--- src/rtl/sha2_message_build.sv ---
// SHA-2 (512-bit block) message padder: appends the '1' bit, zero fill and the 64-bit length.
// Optional MESSAGE_BUILD_LAST_EN adds data_out_last marking the final block of a message.
module sha2_message_build (
  input  logic         clk,
  input  logic         nrst,
  input  logic [511:0] data_in,
  input  logic         data_in_valid,
  output logic         data_in_ready,
  input  logic [63:0]  cfg_size,
  input  logic [1:0]   cfg_scheme,
  input  logic         cfg_valid,
  output logic         cfg_ready,
  output logic [511:0] data_out,
  output logic         data_out_valid,
  input  logic         data_out_ready
`ifdef MESSAGE_BUILD_LAST_EN
  ,
  output logic         data_out_last
`endif
);

  typedef enum logic [1:0] {StIdle, StData, StExtra} state_e;

  state_e       state_q, state_d;
  logic [63:0]  size_q, size_d;
  logic [1:0]   scheme_q, scheme_d;
  logic [63:0]  remaining_q, remaining_d;
  logic [511:0] data_out_q, data_out_d;
  logic         valid_q, valid_d;
`ifdef MESSAGE_BUILD_LAST_EN
  logic         last_q, last_d;
`endif

  logic         out_free;
  logic [9:0]   rem_bits;
  logic [511:0] keep_mask;
  logic [511:0] one_bit;
  logic [511:0] size_field;
  logic [511:0] padded;
  logic         unused_scheme;

  // Scheme is captured for downstream use only; padding does not depend on it.
  assign unused_scheme = ^scheme_q;

  assign out_free   = !valid_q || data_out_ready;
  // Only meaningful on the last word, where remaining is 1..512.
  assign rem_bits   = remaining_q[9:0];
  assign keep_mask  = ~({512{1'b1}} >> rem_bits);
  assign one_bit    = {1'b1, 511'b0} >> rem_bits;
  assign size_field = {448'b0, size_q};
  assign padded     = (data_in & keep_mask) | one_bit |
                      ((rem_bits < 10'd448) ? size_field : 512'b0);

  always_comb begin
    state_d       = state_q;
    size_d        = size_q;
    scheme_d      = scheme_q;
    remaining_d   = remaining_q;
    data_out_d    = data_out_q;
    valid_d       = valid_q && !data_out_ready;
    data_in_ready = 1'b0;
    cfg_ready     = 1'b0;
`ifdef MESSAGE_BUILD_LAST_EN
    last_d        = last_q;
`endif

    unique case (state_q)
      StIdle: begin
        cfg_ready = 1'b1;
        if (cfg_valid) begin
          size_d      = cfg_size;
          scheme_d    = cfg_scheme;
          remaining_d = cfg_size;
          state_d     = (cfg_size == 64'd0) ? StExtra : StData;
        end
      end

      StData: begin
        data_in_ready = out_free;
        if (data_in_valid && out_free) begin
          valid_d = 1'b1;
`ifdef MESSAGE_BUILD_LAST_EN
          last_d  = 1'b0;
`endif
          if (remaining_q > 64'd512) begin
            data_out_d  = data_in;
            remaining_d = remaining_q - 64'd512;
          end else if (remaining_q == 64'd512) begin
            // Word fills the block exactly; the '1' bit goes into the extra block.
            data_out_d  = data_in;
            remaining_d = 64'd0;
            state_d     = StExtra;
          end else begin
            data_out_d  = padded;
            remaining_d = 64'd0;
            if (rem_bits < 10'd448) begin
              state_d = StIdle;
`ifdef MESSAGE_BUILD_LAST_EN
              last_d  = 1'b1;
`endif
            end else begin
              state_d = StExtra;
            end
          end
        end
      end

      StExtra: begin
        if (out_free) begin
          data_out_d = {(size_q[8:0] == 9'd0), 447'b0, size_q};
          valid_d    = 1'b1;
          state_d    = StIdle;
`ifdef MESSAGE_BUILD_LAST_EN
          last_d     = 1'b1;
`endif
        end
      end

      default: state_d = StIdle;
    endcase
  end

  always_ff @(posedge clk) begin
    if (nrst) begin
      state_q     <= StIdle;
      size_q      <= 64'd0;
      scheme_q    <= 2'd0;
      remaining_q <= 64'd0;
      data_out_q  <= 512'd0;
      valid_q     <= 1'b0;
`ifdef MESSAGE_BUILD_LAST_EN
      last_q      <= 1'b0;
`endif
    end else begin
      state_q     <= state_d;
      size_q      <= size_d;
      scheme_q    <= scheme_d;
      remaining_q <= remaining_d;
      data_out_q  <= data_out_d;
      valid_q     <= valid_d;
`ifdef MESSAGE_BUILD_LAST_EN
      last_q      <= last_d;
`endif
    end
  end

  assign data_out       = data_out_q;
  assign data_out_valid = valid_q;
`ifdef MESSAGE_BUILD_LAST_EN
  assign data_out_last  = last_q;
`endif

endmodule

--- config.mk ---
export PLATFORM = sky130hd
export DESIGN_NAME = sha2_message_build
export DESIGN_NICKNAME = d
export VERILOG_FILES = /design/src/rtl/sha2_message_build.sv
export SDC_FILE = /design/constraint.sdc
export NUM_CORES = 2
export LEC_CHECK = 0
export BUFFER_PORTS_ARGS = -buffer_cell sky130_fd_sc_hd__buf_2
export CAP_MARGIN = 5
export CELL_PAD_IN_SITES_DETAIL_PLACEMENT = 0
export CELL_PAD_IN_SITES_GLOBAL_PLACEMENT = 1
export CORE_AREA = 2 2 429 431
export CTS_CLUSTER_DIAMETER = 60
export DETAILED_ROUTE_END_ITERATION = 8
export DIE_AREA = 0 0 431 433
export HOLD_SLACK_MARGIN = 0.05
export PLACE_DENSITY_LB_ADDON = 0.1
export SLEW_MARGIN = 20
export SYNTH_ARGS = -nofsm -noshare
export SYNTH_HDL_FRONTEND = slang
export SYNTH_SLANG_ARGS = --single-unit
--- constraint.sdc ---
create_clock -name clk -period 4.27 [get_ports clk]
set_clock_uncertainty 0.1 [all_clocks]
set_input_delay 0.854 -clock clk [delete_from_list [all_inputs] [get_ports clk]]
set_output_delay 0.854 -clock clk [all_outputs]
set_load 0.02 [all_outputs]
==> qor.yml <==
cts:
  postCtsSetupRepairBufs: 0
  cts_hold_buffers: 0
  cts_tree: "yes"
  clkTransAtPathRegs_ns: 0.06
  postCtsResizedCells: 0
  cts_num_sinks: 643
  cts-buffers-inserted: 111
  clock_latency_ns: 0.77
  h-tree-depth: 3
  root_buffer: "clkbuf_16"
  cts.path.max_buffers: 3
layout:
  nNetsFinal: 6027
  seq_area_sq_mm: 0.01289
  fill_cells: 20510
  syn_to_final_growth_pct: 44.05
  drive_above_1_share_pct: 31.16
  multiInputGateArea_sq_mm: 0.01780
synth:
  synth_cells: 4310
  yosys-top-cells-count: "nand2_1, dfxtp_1, o21ai_0"
  yosysWarnings: 0
  synth-main-ff-cell: "dfxtp_1"
  yosys_register_bits: 643
  synth_seq_area_share_pct: 40.08
  synth.avg_cell_area_sq_um: 7.452
  synthArstFlopShare_pct: 0
  synth_area_sq_mm: 0.03212
  synth.most_common_cell: "nand2_1"
  synth-edff-count: 0
  synth_nets: 4897
  synthTopCellsByArea: "dfxtp_1, nand2_1, o21ai_0"
  synth_top_area_share_pct: 40.08
  yosys.cell_types.count: 73
  synth.largest_area_cell: "dfxtp_1"
global_route:
  grt_overflow: 0
  antenna_found_initial: 138
  grt_max_degree: 136
  grt.total_usage_pct: 33.90
  grt_pass1_wl_mm: 421.6
  grt_pass1_vias: 40630
floorplanning:
  io_pins: 1098
  die_h_microns: 433
  core-area_sq_mm: 0.1821
  die_w_microns: 431
  row_count: 157
  dieArea_sq_mm: 0.1866
  start_util_pct: 17.64
setup_path:
  start_kind: "flip-flop"
  end_kind: "flip-flop"
  critPathRequiredTime_ns: 4.86
  crit_type: "flip-flop to flip-flop"
  path_max_fanout: 18
  cp.arrival_ns: 4.69
placement:
  place_ws_ns: 0.2771
  place_hpwl_mm: 255.9
  io_buffer_count: 1095
  place.gp.congestion: 0.9450
timing:
  rsz0062_at_grt: "no"
  setup_tns_ns: 0
  max-slew-margin-rel_pct: 14.89
  fmax_mhz: 243.9
  fin_ws_ns: 0.1695
  report.final.slew_viol_count: 0
  fin_crit_sh_pct: 96.03
  worst_pin_slew_ns: 1.272
  fin_crit_ns: 4.101
  finalSetupViolCount: 0
  hold_viol: 0
routing:
  first_pass_iters: 6
  ant_nets: 0
  drtIter0Drc: 4958
  routedWlPerCell_microns: 41.71
  via_count: 43200
  drc: 0
  drt-total-wl_mm: 332.1
  via_per_inst: 5.426
status:
  status: "complete, no violations"
power:
  powerDensity_mw_per_mm2: 813.0
  ir_drop_v: 0.0006740
  p_leak_nw: 18.69
job:
  cap_violations: 0
worst_hold_path:
  holdCritPathClass: "input pin to flip-flop"
state kept, by name (all words and copies together), names as in the netlist:
register        flops
data_out          512
remaining_q        64
size_q             64
state_q             2
data_out_valid      1
kinds of logic after synthesis:
| family | Yosys count | synth area share, % |
|---|---|---|
| simple gates | 1462 | 19.88 |
| mux | 4 | 0.1402 |
| flops | 643 | 40.08 |
| buf+inv | 439 | 5.329 |
| fa+ha+maj | 4 | 0.1558 |
| compound gates | 1758 | 34.41 |
power by group:
part           leakage [nW]  internal [mW]  switching, mW
combinational          11.5           4.55           13.6
sequential             5.25           7.90           1.57
clock                  1.93           6.13           3.82
total                  18.7           18.6           19.0
per-layer routing:
layer	vias up	GRT usage [%]	routed length (microns)
met5	-	0	266
met3	661	7.413	24890
met4	42	18.85	20280
met1	21810	41.31	133200
li1	18290	-	-
met2	2395	55.27	153500
through the flow:
stage                     total power [mW]  cell area (sq um)  std cells  hold WS (ns)  utilization [%]
after CTS                            37.47              46150       7917        0.1466            25.34
after detailed placement             27.45              42170       7712        0.3277            23.16
after floorplan                      17.55              32120       4310        0.3249                -
after global placement               27.37              42160       7712        0.3300            23.15
final                                37.61              46260       7962        0.1926            25.41
after global routing                 38.69              46220       7945        0.1873            25.38
layout make-up:
cell class / instances / share of cell area, %
clock inverter: 67 / 1.977
clock buffer: 138 / 6.618
antenna: 45 / 0.2434
inverter: 24 / 0.1947
timing repair buffer: 1432 / 18.17
sequential: 643 / 27.87
multi-input combinational: 3228 / 38.47
tap: 2385 / 6.450
placed cells by master (no fill, tap or decap), types with 31 or more instances in the layout:
cell / count
buf_2: 1094
a221oi_1: 56
and3_1: 31
nor2_1: 321
nor4_1: 45
clkbuf_16: 113
a22o_1: 35
nand2_1: 689
buf_4: 306
o211ai_1: 58
a32oi_1: 139
o21ai_0: 444
dfxtp_1: 635
o21ai_1: 144
buf_12: 31
a31oi_1: 70
nand3_1: 138
diode_2: 45
a22oi_1: 211
nor3_1: 73
a21oi_1: 427
final timing paths:
path	end	from	slack, ns	depth (start not counted)
worst max-delay path	data_out[227]$_SDFFE_PP0P_	remaining_q[44]$_SDFFE_PP0P_	0.17	10
worst min-delay path	data_out[438]$_SDFFE_PP0P_	data_in[438]	0.19	3
worst max register to register	data_out[227]$_SDFFE_PP0P_	remaining_q[44]$_SDFFE_PP0P_	0.17	10
worst min register to register	data_out[190]$_SDFFE_PP0P_	data_out[190]$_SDFFE_PP0P_	0.34	2
critical path, cell delays in order (launching register included):
cell and delay [ns]:
dfxtp_1 0.35, or4_1 0.56, or4b_1 0.69, buf_4 0.22, nor2_1 0.46, buf_4 0.24
nand2_4 0.18, nor3_4 0.63, nand2_1 0.13, buf_4 0.25, o21ai_0 0.20
(Power assumes the default switching activity.)
